### config.mk
export PLATFORM = sky130hd
export DESIGN_NAME = ins_prefetch_flat
export DESIGN_NICKNAME = d
export VERILOG_FILES = /design/src/rtl/ins_prefetch_if.sv /design/src/rtl/ins_prefetch.sv /design/src/flat_wrapper.sv
export SDC_FILE = /design/constraint.sdc
export NUM_CORES = 1
export LEC_CHECK = 0
export CAP_MARGIN = 0
export CORE_MARGIN = 2
export CORE_UTILIZATION = 63
export CTS_CLUSTER_DIAMETER = 40
export DETAILED_ROUTE_END_ITERATION = 10
export DONT_BUFFER_PORTS = 1
export PLACE_DENSITY = 0.89
export SYNTH_ARGS = -nofsm -noshare
export SYNTH_HDL_FRONTEND = slang
export SYNTH_SLANG_ARGS = --single-unit
export TNS_END_PERCENT = 5
### constraint.sdc
create_clock -name clk_i -period 5.1 [get_ports clk_i]
set_input_delay 1.02 -clock clk_i [delete_from_list [all_inputs] [get_ports clk_i]]
set_output_delay 1.02 -clock clk_i [all_outputs]
set_load 0.05 [all_outputs]
### src/rtl/ins_prefetch_if.sv
// Pipelined Wishbone bus bundle shared by the CPU-side and MMU-side ports
// of the instruction prefetch buffer.
interface if_wb;
    logic [31:0] adr;
    logic        cyc;
    logic        stb;
    logic        we;
    logic [3:0]  sel;
    logic [31:0] dat_m;
    logic [31:0] dat_s;
    logic        ack;
    logic        stall;

    modport master (
        output adr, cyc, stb, we, sel, dat_m,
        input  dat_s, ack, stall
    );

    modport slave (
        input  adr, cyc, stb, we, sel, dat_m,
        output dat_s, ack, stall
    );
endinterface

### src/rtl/ins_prefetch.sv
// Instruction prefetch buffer: streams sequential words from the MMU into a
// small FIFO and serves matching CPU reads from it; branches flush the stream.
module ins_prefetch #(
    parameter int DEPTH = 4
) (
    input  logic clk_i,
    input  logic rst_i,
    if_wb.slave  cpubus,
    if_wb.master membus
);
    localparam int PW = $clog2(DEPTH);
    localparam int CW = PW + 1;
    // Repeated branches can stack several drains, so discard gets headroom.
    localparam int DW = CW + 4;
    localparam logic [CW:0] DEPTH_L = (CW + 1)'(DEPTH);

    logic [31:0]   r_mem [DEPTH];
    logic [PW-1:0] r_wptr;
    logic [PW-1:0] r_rptr;
    logic [CW-1:0] r_count;
    logic [CW-1:0] r_outst;
    logic [DW-1:0] r_discard;
    logic [31:0]   r_head_adr;
    logic [31:0]   r_next_adr;
    logic          r_valid;
    logic          r_ack;
    logic [31:0]   r_dat_s;

    logic          w_rd;
    logic          w_wr;
    logic          w_hit;
    logic          w_flush;
    logic          w_issue;
    logic          w_fire;
    logic          w_push;
    logic          w_drop;
    logic [CW:0]   w_level;
    logic          w_unused;

    assign w_rd    = cpubus.cyc & cpubus.stb & ~cpubus.we;
    assign w_wr    = cpubus.cyc & cpubus.stb & cpubus.we;
    assign w_hit   = w_rd & r_valid & (r_count != '0) & (cpubus.adr == r_head_adr);
    assign w_flush = w_rd & (~r_valid | (cpubus.adr != r_head_adr));
    assign w_level = {1'b0, r_count} + {1'b0, r_outst};
    assign w_issue = r_valid & (w_level < DEPTH_L) & ~w_flush;
    assign w_fire  = w_issue & ~membus.stall;
    assign w_drop  = membus.ack & (r_discard != '0);
    assign w_push  = membus.ack & (r_discard == '0);

    assign cpubus.stall = w_rd & ~w_hit;
    assign cpubus.ack   = r_ack;
    assign cpubus.dat_s = r_dat_s;

    assign membus.stb   = w_issue;
    assign membus.cyc   = w_issue | (r_outst != '0) | (r_discard != '0);
    assign membus.adr   = r_next_adr;
    assign membus.we    = 1'b0;
    assign membus.sel   = 4'hF;
    assign membus.dat_m = '0;

    assign w_unused = ^{cpubus.sel, cpubus.dat_m};

    // FIFO storage; a flush drops the ack arriving in the same cycle.
    always_ff @(posedge clk_i) begin
        if (w_push && !w_flush) begin
            r_mem[r_wptr] <= membus.dat_s;
        end
    end

    always_ff @(posedge clk_i) begin
        if (rst_i) begin
            r_wptr     <= '0;
            r_rptr     <= '0;
            r_count    <= '0;
            r_outst    <= '0;
            r_discard  <= '0;
            r_head_adr <= '0;
            r_next_adr <= '0;
            r_valid    <= 1'b0;
            r_ack      <= 1'b0;
            r_dat_s    <= '0;
        end else begin
            r_ack   <= w_hit | w_wr;
            r_dat_s <= w_hit ? r_mem[r_rptr] : '0;
            if (w_flush) begin
                r_valid    <= 1'b1;
                r_head_adr <= cpubus.adr;
                r_next_adr <= cpubus.adr;
                r_count    <= '0;
                r_wptr     <= '0;
                r_rptr     <= '0;
                r_outst    <= '0;
                // Every request still in flight, minus one retiring now, is stale.
                r_discard  <= r_discard + DW'(r_outst) - DW'(membus.ack);
            end else begin
                if (w_hit) begin
                    r_rptr     <= r_rptr + PW'(1);
                    r_head_adr <= r_head_adr + 32'd4;
                end
                if (w_push) begin
                    r_wptr <= r_wptr + PW'(1);
                end
                if (w_fire) begin
                    r_next_adr <= r_next_adr + 32'd4;
                end
                if (w_drop) begin
                    r_discard <= r_discard - DW'(1);
                end
                r_count <= r_count + CW'(w_push) - CW'(w_hit);
                r_outst <= r_outst + CW'(w_fire) - CW'(w_push);
            end
        end
    end
endmodule

### src/flat_wrapper.sv
// flat-port wrapper written by rule: the top's interface ports become plain ports
module ins_prefetch_flat 
#(
    parameter int DEPTH = 4
)
  (clk_i, rst_i, cpubus_adr, cpubus_cyc, cpubus_stb, cpubus_we, cpubus_sel, cpubus_dat_m, cpubus_dat_s, cpubus_ack, cpubus_stall, membus_adr, membus_cyc, membus_stb, membus_we, membus_sel, membus_dat_m, membus_dat_s, membus_ack, membus_stall);
  if_wb cpubus_i ();
  if_wb membus_i ();
  input  logic clk_i;
  input  logic rst_i;
  input wire logic [$bits(cpubus_i.adr)-1:0] cpubus_adr;
  input wire logic [$bits(cpubus_i.cyc)-1:0] cpubus_cyc;
  input wire logic [$bits(cpubus_i.stb)-1:0] cpubus_stb;
  input wire logic [$bits(cpubus_i.we)-1:0] cpubus_we;
  input wire logic [$bits(cpubus_i.sel)-1:0] cpubus_sel;
  input wire logic [$bits(cpubus_i.dat_m)-1:0] cpubus_dat_m;
  output wire logic [$bits(cpubus_i.dat_s)-1:0] cpubus_dat_s;
  output wire logic [$bits(cpubus_i.ack)-1:0] cpubus_ack;
  output wire logic [$bits(cpubus_i.stall)-1:0] cpubus_stall;
  output wire logic [$bits(membus_i.adr)-1:0] membus_adr;
  output wire logic [$bits(membus_i.cyc)-1:0] membus_cyc;
  output wire logic [$bits(membus_i.stb)-1:0] membus_stb;
  output wire logic [$bits(membus_i.we)-1:0] membus_we;
  output wire logic [$bits(membus_i.sel)-1:0] membus_sel;
  output wire logic [$bits(membus_i.dat_m)-1:0] membus_dat_m;
  input wire logic [$bits(membus_i.dat_s)-1:0] membus_dat_s;
  input wire logic [$bits(membus_i.ack)-1:0] membus_ack;
  input wire logic [$bits(membus_i.stall)-1:0] membus_stall;
  assign cpubus_i.adr = cpubus_adr;
  assign cpubus_i.cyc = cpubus_cyc;
  assign cpubus_i.stb = cpubus_stb;
  assign cpubus_i.we = cpubus_we;
  assign cpubus_i.sel = cpubus_sel;
  assign cpubus_i.dat_m = cpubus_dat_m;
  assign cpubus_dat_s = cpubus_i.dat_s;
  assign cpubus_ack = cpubus_i.ack;
  assign cpubus_stall = cpubus_i.stall;
  assign membus_adr = membus_i.adr;
  assign membus_cyc = membus_i.cyc;
  assign membus_stb = membus_i.stb;
  assign membus_we = membus_i.we;
  assign membus_sel = membus_i.sel;
  assign membus_dat_m = membus_i.dat_m;
  assign membus_i.dat_s = membus_dat_s;
  assign membus_i.ack = membus_ack;
  assign membus_i.stall = membus_stall;
  ins_prefetch #(.DEPTH(DEPTH)) u_core (.clk_i(clk_i), .rst_i(rst_i), .cpubus(cpubus_i), .membus(membus_i));
endmodule
# == Yosys cells after proc, flatten, opt, wreduce, memory -nomap -nowiden ==
# Memories as Yosys holds them, arrays and structs flattened. A register that Yosys moved wholly into a read port is not among the register bits.
# Index checks and enable logic that the tools add are counted.
# W data, S select, Z words.
# classes
addsub,12
order_cmp,1
eq_ne,2
mux,8
bitwise_logic,22
n_reduce_logical,11
# op_table
operator,count
$mux W32,4
$add A32 B3 Y32 const B,2
$eq A32 B32 Y1,1
$ne A32 B32 Y1,1
$mux W7,2
$and A1 B1 Y1,13
$add A7 B3 Y7,1
$logic_not A7 Y1,1
$reduce_bool A7 Y1,1
$sub A7 B1 Y7,1
$sub A7 B1 Y7 const B,1
$add A3 B1 Y3,2
$reduce_bool A2 Y1,3
$reduce_bool A3 Y1,2
$sub A3 B1 Y3,2
$not A1 Y1,5
$add A2 B1 Y2 const B,2
$add A3 B3 Y4,1
$lt A4 B3 Y1 const B,1
$or A1 B1 Y1,4
$reduce_or A2 Y1,2
$mux W1,2
$logic_and A1 B1 Y1,1
$logic_not A1 Y1,1
# word_totals
reg_bits,83
ramBits,128
output_inout_bits,105
elab_cells,66
memories,1
# mem_list
memory,words,word_bits,read_ports,rd_clocked_by_memory_dff,write_ports,line,source
u_core.r_mem,4,32,1,1,1,ins_prefetch.sv:17,logic [31:0] r_mem [DEPTH];

# == Depth between registers and ports, before layout ==
# Gate-level depths: netlist (run 1).
# logic_depth
ltp_word,8
ltp_mapped,13
depth_no_buf,13

# == Worst setup path after synthesis (run 1) ==
# No wires, ideal clock.
# synth_timing
path_type,input to output
from,in cpubus_adr[30]
to,out membus_cyc
t_arrival_ps,3124
slack_ps,956
stages,7
path_buffers,1
path_cell_list,xor2_1 > nor4_1 > nand4_1 > nor3_1 > nor2_1 > clkbuf_1 > o211ai_1
# synth_between
elab_chain_cells,7
# synth_lines
item,line,source
from (decl),flat_wrapper.sv:11,input wire logic [$bits(cpubus_i.adr)-1:0] cpubus_adr;
$ne A32 B32 Y1,ins_prefetch.sv:43,assign w_flush = w_rd & (~r_valid | (cpubus.adr != r_head_adr));
$or A1 B1 Y1,ins_prefetch.sv:43,
$and A1 B1 Y1,ins_prefetch.sv:43,
$not A1 Y1,ins_prefetch.sv:45,assign w_issue = r_valid & (w_level < DEPTH_L) & ~w_flush;
$and A1 B1 Y1,ins_prefetch.sv:45,
$or A1 B1 Y1 (2 in a row),ins_prefetch.sv:55,assign membus.cyc = w_issue | (r_outst != '0) | (r_discard != '0);
to (decl),flat_wrapper.sv:21,output wire logic [$bits(membus_i.cyc)-1:0] membus_cyc;
# Every way passes these cells.

==> flow_results.org, run 1 <==
** Global routing
- Initial antenna violation count :: 0
- The total overflow left after global routing is 0.
- Wire length of the first global-routing pass :: about 34000 µm
- Number of global-route vias before repair :: 6355
- Maximum number of pins on one net before global-route repair :: 96
- In the global route stage, overall resource usage came out at approximately a quarter.

** Floorplan
- Die X :: around 130 µm
- The region available for standard cell placement spans around 0.017 mm².
- From bottom edge to top edge, the die measures about 130 µm.
- IO Pins :: ~210
- Die area :: 0.0179 mm²
- Effective utilization at floorplan :: 64.4%
- Number of cell rows :: 47

** Synthesis
- After synthesis, the share of flip-flops with an asynchronous set or reset is 0%.
- Count of cell types in the netlist :: 54
- The top cell type by area accounts for a little over a third of the synthesized area.
- Post-synth design cell area :: 0.0106 mm²
- Post-synth top flop :: sky130_fd_sc_hd__edfxtp_1
- Yosys mapped a number of flops with a built-in enable equal to about 130.
- Part of the Yosys area used for sequential elements :: a little under three fifths
- Averaged over all synthesized cells, the footprint is approximately 12 µm².
- Largest area contributor in the netlist :: sky130_fd_sc_hd__edfxtp_1
- Total of warnings raised by yosys :: 0
- Dominant cells by area after synthesis :: sky130_fd_sc_hd__edfxtp_1 (36%), sky130_fd_sc_hd__dfxtp_1 (21%), sky130_fd_sc_hd__mux4_2 (6.8%)
- Number of synthesized register bits :: between 200 and 250
- Instance count of the mapped netlist :: approximately 860

** Power and ir drop
- VDD sags by at most 0.000343 V.
- Sequential group share of total power :: about 44%
- Power density cells :: 460 mW/mm²
- The internal power of the cells totals approximately 0.0039 W.
- Per report_power, the clock group accounts for between 30 and 40% of the total.
- Combinational logic is responsible for between 10% and 20% of the overall power.
- Net switching is around 28% of the power.
- Summing internal, switching and leakage power gives between 0.005 and 0.006 W.
- Leak Pwr :: 4.13 nW
- Switching Power :: approximately 0.0015 W

** CTS
- Maximum clock path buffer count :: 3
- Clock Sink Count :: around 240
- Register clock-pin slew on the reported worst setup and hold paths :: approximately 0.05 ns
- The clock reaches the later pin of the worst-skew pair after 0.55 ns.
- Clock tree synthesis selected as its root buffer the cell sky130_fd_sc_hd__clkbuf_16.
- For this design, the CTS-stage hold fixing added 0 buffers.
- Buffers added to address setup during post-CTS repair amount to 0.
- Once the clock tree was built, the resizer swapped 0 gates to a different size.
- Counting the buffers created by CTS gives 30.
- CTS built an H-tree with a depth of 1.
- TritonCTS built the clock tree.

** Final layout
- For this run, the post-layout net count is 996.
- Ant. Diodes :: 0
- Area overhead of the layout relative to synthesis :: 9.80%
- With fillers left out, the area of the finished cells amounts to 0.0117 mm².
- Most common cell after layout, fill and taps aside :: sky130_fd_sc_hd__edfxtp_1
- Leading cell types in the layout, fill and taps excluded :: sky130_fd_sc_hd__edfxtp_1 (128), sky130_fd_sc_hd__dfxtp_1 (111), sky130_fd_sc_hd__xor2_1 (66)
- Non-filler instance count after layout :: ~1100
- Layout cells sized above 1 :: 12.1%

** STA
- The worst path uses 82.3% of the clock period.
- Slew @ Worst Pin :: 0.965 ns
- The number of endpoints with negative hold slack in the final report is 0.
- Based on the critical path, the design can be clocked at up to 0.238 GHz.
- Total negative slack for setup checks :: 0 ns
- Minimum hold slack :: 0.499 ns
- Number of setup violations in the final report :: 0
- The final max-slew violation count came to 0.
- For the final database, setup skew stands at roughly 0.031 ns.
- The worst pin sits at a relative slew slack of 35.6%.
- Setup repair after global routing left no endpoint under its margin.
- Final critical-path required period :: 4.20 ns

** Setup path
- Register-to-Register Path Depth :: 13
- In this run the worst setup path begins at u_core.membus.adr[1].
- Along the worst path, the maximum fanout reaches 15.
- The worst setup path is launched from a register.
- Critical path class :: reg2out
- The startpoint identified for the worst register-to-register timing path is u_core.membus.adr[1].
- For the worst setup path, the data arrival time is between 3 and 4 ns.
- Data required time of the worst path :: a little over 4 ns
- STA classifies the critical path endpoint as an output pin.

** Routing
- Iteration-0 DRC Markers :: 450
- Sum of routed wire length over all layers :: 21500 µm
- Total number of vias :: 6351
- After detailed routing, the number of remaining DRC violations is 0.
- Wire length per cell :: roughly 20 µm
- Via density per instance :: 5.74
- Once detail routing completed, the nets flagged for antenna violations numbered 0.
- Number of iterations in the first detailed-routing pass :: 4

** Outcome
- Status :: completed

** Worst hold path
- In this run the most critical hold path is launched from u_core.r_valid.
- The worst hold path was traced through 2 stages.
- The tightest min-delay check is of the reg2reg type.

** Placed design
- Routability-driven placement finished with a final weighted congestion of between 0.8 and 0.9.
- Once placement completed, the tool counted placed cells totaling around 1100.
- During placement, the flow inserted port buffers numbering 0.
- DP HPWL :: approximately 14000 µm
- Dpl cell area :: around 0.011 mm²

** Job
- Max-capacitance violation count :: 0
-- metal layers --
layer / share of wire [%] / global-route usage (%) / wire length [µm]
met1: 40 / 30.8 / 8620
met2: 49 / 39.9 / 10600
met3: 8.8 / 7.03 / 1890
met4: 2.0 / 6.62 / 440
met5: 0 / 0 / 0
-- through the flow --
step,utilization [%],setup WS (ns)
after global placement,64.6,1.07
after detailed placement,64.6,1.01
after CTS,70.7,0.875
final,70.7,0.903
after floorplan,-,0.956
after global routing,70.7,0.698
-- final cells by class --
| type | count | area [µm²] |
|---|---|---|
| clock buffer | 39 | 835 |
| clock inverter | 17 | 179 |
| fill | 1091 | 4840 |
| inverter | 35 | 131 |
| multi-input combinational | 548 | 4110 |
| sequential | 241 | 6110 |
| tap | 220 | 275 |
| timing repair buffer | 6 | 45.0 |
-- power groups by stage --
stage	Combinational [W]	Clock (W)	Sequential (W)
2_1_floorplan	0.000813	0	0.00237
3_3_place_gp	0.000910	0	0.00239
3_5_place_dp	0.000928	0	0.00240
4_1_cts	0.000942	0.00210	0.00237
5_1_grt	0.00105	0.00218	0.00238
6_report	0.000939	0.00207	0.00237
-- worst paths after layout --
check                           end  slack, ns
hold reg to reg      u_core.r_valid       0.50
setup reg to reg  u_core.r_outst[2]       1.56
setup / recovery         membus_cyc       0.90
hold / removal       u_core.r_valid       0.50
-- logic make-up (layout without fill, tap and decap cells) --
logic type | count (synthesis) | after routing | share of synthesized area, %
xor gates and xnor gates | 100 | 100 | 8.23
buffers and inverters | 107 | 97 | 5.35
DFF | 241 | 241 | 57.4
muxes | 36 | 36 | 7.16
AOI/OAI and AO/OA | 115 | 115 | 6.96
other | 2 | 37 | 0.0706
adders and majority gates | 27 | 27 | 3.39
and+or+nand+nor | 233 | 233 | 11.5
-- flip-flops by register name, indices dropped and copies added (netlist names) --
| register | count |
|---|---|
| u_core.cpubus.ack | 1 |
| u_core.cpubus.dat_s | 32 |
| u_core.membus.adr | 32 |
| u_core.r_count | 3 |
| u_core.r_discard | 7 |
| u_core.r_head_adr | 30 |
| u_core.r_mem | 128 |
| u_core.r_outst | 3 |
| u_core.r_rptr | 2 |
| u_core.r_valid | 1 |
| u_core.r_wptr | 2 |
-- worst max-delay path, stage by stage, from the launching register on --
cell and delay [ns]:
sky130_fd_sc_hd__dfxtp_1 0.67, sky130_fd_sc_hd__xor2_1 0.18, sky130_fd_sc_hd__nor4_1 0.28, sky130_fd_sc_hd__nand4_1 0.32, sky130_fd_sc_hd__nor3_1 0.47, sky130_fd_sc_hd__nor2_1 0.10, sky130_fd_sc_hd__buf_4 0.22, sky130_fd_sc_hd__o211ai_1 0.18
sky130_fd_sc_hd__buf_4 0.22
-- synthesized netlist by cell type (4+ instances only) --
cell and count:
sky130_fd_sc_hd__buf_2 11, sky130_fd_sc_hd__xnor2_1 34, sky130_fd_sc_hd__ha_1 24, sky130_fd_sc_hd__inv_1 35, sky130_fd_sc_hd__and3_1 13, sky130_fd_sc_hd__o32ai_1 5
sky130_fd_sc_hd__nor2_1 57, sky130_fd_sc_hd__a21oi_1 50, sky130_fd_sc_hd__o21ai_0 4, sky130_fd_sc_hd__dfxtp_1 113, sky130_fd_sc_hd__nor4_1 5, sky130_fd_sc_hd__nand2_1 44
sky130_fd_sc_hd__buf_4 39, sky130_fd_sc_hd__and4_1 7, sky130_fd_sc_hd__mux4_2 32, sky130_fd_sc_hd__nand2b_1 6, sky130_fd_sc_hd__xor2_1 66, sky130_fd_sc_hd__nor3_1 9
sky130_fd_sc_hd__nor2b_1 35, sky130_fd_sc_hd__nand4_1 18, sky130_fd_sc_hd__nand3_1 22, sky130_fd_sc_hd__a211oi_1 11, sky130_fd_sc_hd__clkbuf_1 19, sky130_fd_sc_hd__edfxtp_1 128
sky130_fd_sc_hd__o21bai_1 23, sky130_fd_sc_hd__a21o_1 7
Power figures use the tool's default switching activity.
==> run 2: changes to the inputs <==
- CORE_UTILIZATION: 63 -> 57
- PLACE_DENSITY: 0.89 -> 0.85
- clock period: 5.1 -> 3.8 ns (I/O delays scaled with it)
==> run 2 against run 1 <==
  * Highest routed layer unchanged
  * Clock-buffer cell count increased by 2
  * Sequential share of layout area down 1.8 points
  * Hold slack got worse by 0.16 ns
  * Sequential cell count stayed put
  * Routed wire length grew 2.2%
  * Critical path type unchanged
  * Setup slack worse by 0.73 ns
  * Global-route usage shrank 1.3 points
==> flow_results.org, run 2 (same netlist as run 1, synthesis figures left out) <==
** Setup path
- In this run the worst setup path terminates at cpubus_stall.
- Register-to-Register Path Depth :: 14 (+1)
- The maximum cell stage delay along the critical path came to 0.58 ns (-0.09 ns).
- Crit path top cell by count :: sky130_fd_sc_hd__buf_4
- The maximum net fanout on the critical path was 5 (-10).
- Ordered list of cells on the worst path :: xor2_1 -> nor4_2 -> buf_4 -> nand2_1 -> or4_4 -> nor3_1 -> buf_4 -> nor2_1
- The worst setup path is of the reg2out kind.
- Worst path slowest cell :: sky130_fd_sc_hd__or4_4
- The combined buffer and inverter count along the critical path came to 2 (unchanged).
- Critical path endpoint category :: output pin
- The arrival time reported for the critical path endpoint came to 2.86 ns (-0.32 ns).
- The endpoint required time on the critical path came to 3.04 ns (-1.04 ns).
- The kind of cell with the highest combined delay along the critical path is simple AND/OR/NAND/NOR gates.
- Worst r2r dst :: u_core.r_count[2]
- Register-to-Register Setup Slack :: 0.39 ns (-1.17 ns)
- Startpoint type of the worst setup path :: register
- CP startpoint :: u_core.r_head_adr[19]
- The startpoint identified for the worst register-to-register timing path is u_core.r_head_adr[19].
- The logic depth of the worst path, buffers included came to 8 (unchanged).

** Placed design
- The number of buffer cells added on primary ports is 0 (unchanged).
- The sum of net half-perimeters after detailed placement is 14300 µm (+3.0%).
- Dpl cell area :: 0.0109 mm² (+2.2%)
- The final weighted congestion in routability-driven placement was 0.851 (-1.6%).

** Global routing
- The met3 usage in global routing came to 6.62% (-0.41 points).
- Global-route track usage on met1 :: 28.3% (-2.5 points)
- The aggregate global routing overflow is 0 (unchanged).
- Total global-route track usage :: 22.6% (-1.3 points)
- Met2 track utilization from global routing :: 37.6% (-2.3 points)
- Maximum number of pins on one net before global-route repair :: 81 (-16%)
- The initial antenna violation count was 0 (unchanged).
- Routing layer with the top usage in global route :: met2
- The first-pass GRT wire length is 35100 µm (+4.3%).
- The number of global-route vias before repair was 6609 (+4.0%).

** CTS
- The maximum number of buffers from clock root to sink came to 3 (unchanged).
- TritonCTS clock tree :: yes
- The clock insertion delay at the later pin of the skew report was 0.49 ns (-0.06 ns).
- Root Driver :: sky130_fd_sc_hd__clkbuf_16
- The post-cts gate resize count came to 0 (unchanged).
- The number of hold buffers added after CTS was 0 (unchanged).
- Clock Sink Count :: 241 (unchanged)
- Count of buffers added by post-CTS timing repair for setup :: 0 (unchanged)
- Register clock-pin slew on the reported worst setup and hold paths :: 0.05 ns (about the same)
- Number of buffers added by the clock tree synthesis step :: 36 (+20%)
- The number of H-tree levels is 2 (+1).

** Outcome
- The flow ran to the end, and the final reports show no timing, DRC or antenna violations.

** Floorplan
- Floorplan core area :: 0.0181 mm² (+9.8%)
- Height of the die :: 141 µm (+5.0%)
- The site row count is 49 (+4.3%).
- The initial core utilization is 58.6% (-5.8 points).
- The number of top-level design ports came to 212 (unchanged).
- The horizontal die dimension is 141 µm (+5.0%).
- Die area :: 0.0198 mm² (+10%)

** STA
- Number of max-slew violations in the final report :: 0 (unchanged)
- Setup repair after global routing left no endpoint under its margin.
- The number of setup violations in the final report was 0 (unchanged).
- Fin Clk Skew :: 0.0243 ns (-0.00704 ns)
- The worst path in the final design needs a cycle of 3.62 ns, including I/O delays and setup.
- Final Hold Viols :: 0 (unchanged)
- Period utilization :: between 90 and 100%
- For this run, the top clock speed supported by timing is roughly 0.28 GHz.
- Slew @ Worst Pin :: 0.997 ns (+0.0317 ns)
- The final sum of negative setup slack was 0 ns (unchanged).
- The worst max-slew margin expressed relative to the limit is 32.6% (-3.0 points).
- The smallest hold slack is 0.343 ns (-0.155 ns).

** Routing
- Total number of vias :: 6500 (+2.3%)
- The sum of routed wire length over all layers was 22000 µm (+2.2%).
- Wire length per cell :: 19.3 µm (-0.99%)
- Via density per instance :: 5.69 (-0.88%)
- Iteration-0 DRC Markers :: 421 (-6.4%)
- The number of DRC violations after detailed routing is 0 (unchanged).
- Number of iterations in the first detailed-routing pass :: 5 (+1)
- The remaining antenna violation count after routing came to 0 (unchanged).

** Final layout
- Leading cell types in the layout, fill and taps excluded :: sky130_fd_sc_hd__edfxtp_1 (128), sky130_fd_sc_hd__dfxtp_1 (111), sky130_fd_sc_hd__xor2_1 (66)
- The count of fill cells added during filler insertion came to 1285 (+18%).
- The ratio of cells with drive above 1 in the final layout was 15.0% (+2.9 points).
- Seq. cell area :: 0.00611 mm² (unchanged)
- Leaving out fill and tap cells, the most frequent cell in the layout is sky130_fd_sc_hd__edfxtp_1.
- The footprint of the multi-input gates was 0.00411 mm² (unchanged).
- The final instance area came to 0.0121 mm² (+3.6%).
- u_core.r_mem holds more flip-flops than any other register.
- Area overhead of the layout relative to synthesis :: 13.8%
- The core utilization of the finished layout came to 66.7% (-4.0 points).
- The layout net count is 1024 (+2.8%).
- Flip-flop count of the largest register, all copies and words added :: 128 (unchanged)
- The antenna diode count came to 0 (unchanged).

** Power and ir drop
- The maximum vdd drop was 0.000526 V (+53%).
- Leak Pwr :: 4.36 nW (+5.5%)
- Power density cells :: 637 mW/mm² (+38%)

** Worst hold path
- The tightest min-delay check is of the in2reg type.

** Job
- Max-capacitance violation count :: 0 (unchanged)
==> run 2: changes by cell type in the layout (fill, tap and decap cells not counted), moves of 3 or more <==
cell / before / now
sky130_fd_sc_hd__buf_4: 6 / 23
sky130_fd_sc_hd__clkbuf_16: 30 / 37
sky130_fd_sc_hd__buf_12: 0 / 5
sky130_fd_sc_hd__clkbuf_1: 4 / 1
==> run 2: final cells by class <==
class                   instances  area share (%)
clock buffers                  41            8.02
clock inverters                20            1.87
inverters                      35            1.08
multi-input cells             548            34.0
flip-flops and latches        241            50.4
well taps                     229            2.37
repair buffers                 28            2.25
==> run 2: report_power, final <==
part	switching (W)	internal (W)	total, W
clock	0.00113	0.00210	0.00323
sequential	0.000171	0.00297	0.00315
combinational	0.000746	0.000588	0.00133
==> run 2: layer usage <==
metal	routed length (µm)	part of all wire, %
met5	0	0
met4	667	3.0
met3	1880	8.5
met2	10800	49
met1	8690	40
==> run 2: worst min path at each step <==
stage	from	slack, ns	cells past startpoint	endpoint
2_1_floorplan	u_core.r_discard[6]	0.45	2	u_core.r_discard[6]
3_3_place_gp	u_core.r_valid	0.47	2	u_core.r_valid
3_5_place_dp	u_core.r_valid	0.48	2	u_core.r_valid
4_1_cts	rst_i	0.32	1	u_core.cpubus.ack
5_1_grt	rst_i	0.33	1	u_core.cpubus.ack
6_report	rst_i	0.34	1	u_core.cpubus.ack
==> run 2: through the flow <==
step           power [W]  instances  setup slack (ns)
6_report         0.00771       1142             0.178
4_1_cts          0.00777       1142             0.214
3_5_place_dp     0.00452       1081            0.0792
5_1_grt          0.00806       1142             0.137
2_1_floorplan    0.00427        896             0.169
3_3_place_gp     0.00446       1081             0.166
==> run 3: changes to the inputs <==
- RECOVER_POWER: not set -> 100
==> run 3 against run 2 <==
  * Critical endpoint unchanged
  * Non-clock buffer count is the same
  * Sequential cell count stayed put
  * Setup slack worse by 0.049 ns
==> flow_results.org, run 3 (same netlist as run 1, synthesis figures left out) <==
** Final layout
- The area growth from synthesis to layout is 12.5%.
- The layout net count was 1024 (unchanged).
- Ranked by flip-flop count, first place goes to u_core.r_mem.
- Ant. Diodes :: 0 (unchanged)
- Most common cell after layout, fill and taps aside :: sky130_fd_sc_hd__edfxtp_1
- The flip-flop count of the largest register after layout is 128 (unchanged).
- Leading cell types in the layout, fill and taps excluded :: sky130_fd_sc_hd__edfxtp_1 (128), sky130_fd_sc_hd__dfxtp_1 (111), sky130_fd_sc_hd__xor2_1 (66)
- Layout cells sized above 1 :: 13.4% (-1.6 points)

** Floorplan
- The number of top-level design ports came to 212 (unchanged).
- Die area :: 0.0198 mm² (unchanged)
- The total core area was 0.0181 mm² (unchanged).
- Height of the die :: 141 µm (unchanged)
- The horizontal die dimension came to 141 µm (unchanged).
- The site row count came to 49 (unchanged).
- The initial core utilization came to 58.6% (unchanged).

** Routing
- ANT nets after route :: 0 (unchanged)
- Via density per instance :: 5.72 (+0.52%)
- The detailed-routing iteration count for the pre-antenna-repair pass came to 5 (unchanged).
- The number of DRC violations after detailed routing is 0 (unchanged).
- Iteration-0 DRC Markers :: 513 (+22%)
- Sum of routed wire length over all layers :: 22000 µm (about the same)
- Wire length per cell :: 19.3 µm (about the same)
- Total number of vias :: 6534 (+0.52%)

** STA
- The number of endpoints with negative hold slack in the final report was 0 (unchanged).
- Number of setup violations in the final report :: 0 (unchanged)
- The worst-case setup margin in the final layout was 0.129 ns (-0.0490 ns).
- The highest attainable clock frequency was 0.272 GHz (-1.3%).
- The worst max-slew margin expressed relative to the limit came to 29.8% (-2.8 points).
- Fin Clk Skew :: 0.0230 ns (-0.00129 ns)
- Number of max-slew violations in the final report :: 0 (unchanged)
- The shortest clock period the worst path allows after layout is 3.67 ns (+0.0490 ns).
- Period utilization :: 96.6% (+1.3 points)
- Total negative slack for setup checks :: 0 ns (unchanged)
- The worst-margin pin slew was 1.04 ns (+0.0415 ns).
- Setup repair after global routing left no endpoint under its margin.

** CTS
- The number of buffers created by CTS is 36 (unchanged).
- TritonCTS built the clock tree.
- The TritonCTS sink count was 241 (unchanged).
- The number of H-tree levels was 2 (unchanged).
- Register clock-pin slew on the reported worst setup and hold paths :: 0.05 ns (about the same)
- Insertion delay to the later sink of the worst-skew pair :: 0.49 ns (about the same)
- The maximum number of buffers from clock root to sink is 3 (unchanged).
- The post-cts gate resize count was 0 (unchanged).
- The number of hold buffers added after CTS came to 0 (unchanged).
- CTS placed an instance of sky130_fd_sc_hd__clkbuf_16 at the clock tree root.
- The number of post-CTS setup repair buffers is 0 (unchanged).

** Setup path
- The maximum net fanout on the critical path came to 5 (unchanged).
- The endpoint required time on the critical path was 3.04 ns (about the same).
- The setup path with the least slack is of type reg2out.
- Startpoint type of the worst setup path :: register
- The arrival time reported for the critical path endpoint was 2.91 ns (+0.05 ns).
- STA classifies the critical path endpoint as an output pin.

** Global routing
- Initial antenna violation count :: 0 (unchanged)
- The number of global-route vias before repair is 6609 (unchanged).
- The first-pass GRT wire length is 35100 µm (unchanged).
- Maximum number of pins on one net before global-route repair :: 81 (unchanged)
- Leftover overflow at the end of global routing :: 0 (unchanged)
- The all-layer global routing usage came to 22.6% (unchanged).

** Placed design
- DP HPWL :: 14300 µm (unchanged)
- The final weighted congestion in routability-driven placement is 0.851 (unchanged).
- The number of buffer cells added on primary ports was 0 (unchanged).
- Worst Setup Slack post-DPL :: 0.0792 ns (unchanged)

** Power and ir drop
- Power density cells :: 642 mW/mm² (+0.78%)
- The total power after layout is 0.00769 W (-0.35%).
- Leak Pwr :: 4.29 nW (-1.8%)
- The maximum vdd drop was 0.000526 V (about the same).

** Worst hold path
- In this run the worst hold path is classified as in2reg.

** Outcome
- The flow ran to the end, and the final reports show no timing, DRC or antenna violations.

** Job
- The number of max-capacitance violations reported came to 0 (unchanged).
-- run 3: cell types whose count changed in the layout (fill, tap and decap cells not counted), sizes merged --
cell / change
clkbuf: +22
buf: -22
-- run 3: final timing paths --
check | start | endpoint | slack (ns) | cells past startpoint
worst max-delay path | u_core.r_head_adr[19] | cpubus_stall | 0.13 | 8
worst min-delay path | rst_i | u_core.cpubus.ack | 0.34 | 1
worst max register to register | u_core.r_head_adr[19] | u_core.r_count[2] | 0.37 | 14
worst min register to register | u_core.r_discard[6] | u_core.r_discard[6] | 0.50 | 2
-- run 3: critical path, stage by stage, from the launching register on --
cell,delay [ns]
sky130_fd_sc_hd__dfxtp_1,0.35
sky130_fd_sc_hd__xor2_1,0.18
sky130_fd_sc_hd__nor4_2,0.35
sky130_fd_sc_hd__clkbuf_1,0.21
sky130_fd_sc_hd__nand2_1,0.08
sky130_fd_sc_hd__or4_4,0.58
sky130_fd_sc_hd__nor3_1,0.28
sky130_fd_sc_hd__clkbuf_4,0.21
sky130_fd_sc_hd__nor2_1,0.19
-- run 3: metal layers --
layer,vias to the layer above,track usage (%),share of wire [%]
met5,-,0,0
met4,0,8.16,2.9
met3,51,6.62,8.5
met2,260,37.6,49
met1,3155,28.3,40
li1,3068,-,-
-- run 3: cell type report --
type / instances / area, µm²
Sequential cell: 241 / 6110
Fill cell: 1316 / 6170
Inverter: 35 / 131
Tap cell: 229 / 287
Clock buffer: 41 / 971
Clock inverter: 20 / 226
Timing Repair Buffer: 28 / 143
Multi-Input combinational cell: 548 / 4110
-- run 3: per-stage QoR --
stage	hold WS, ns	cells	area (µm²)	utilization (%)
after floorplan	0.453	896	10800	-
after global placement	0.470	1081	10900	60.1
after detailed placement	0.484	1081	10900	60.1
after CTS	0.322	1142	12100	66.7
after global routing	0.326	1142	12000	66.0
final	0.345	1142	12000	66.0
-- run 3: power breakdown --
group          switching, W  total [W]  internal [W]
combinational      0.000741    0.00130      0.000561
clock               0.00113    0.00323       0.00210
sequential         0.000172    0.00315       0.00298
total               0.00204    0.00769       0.00564
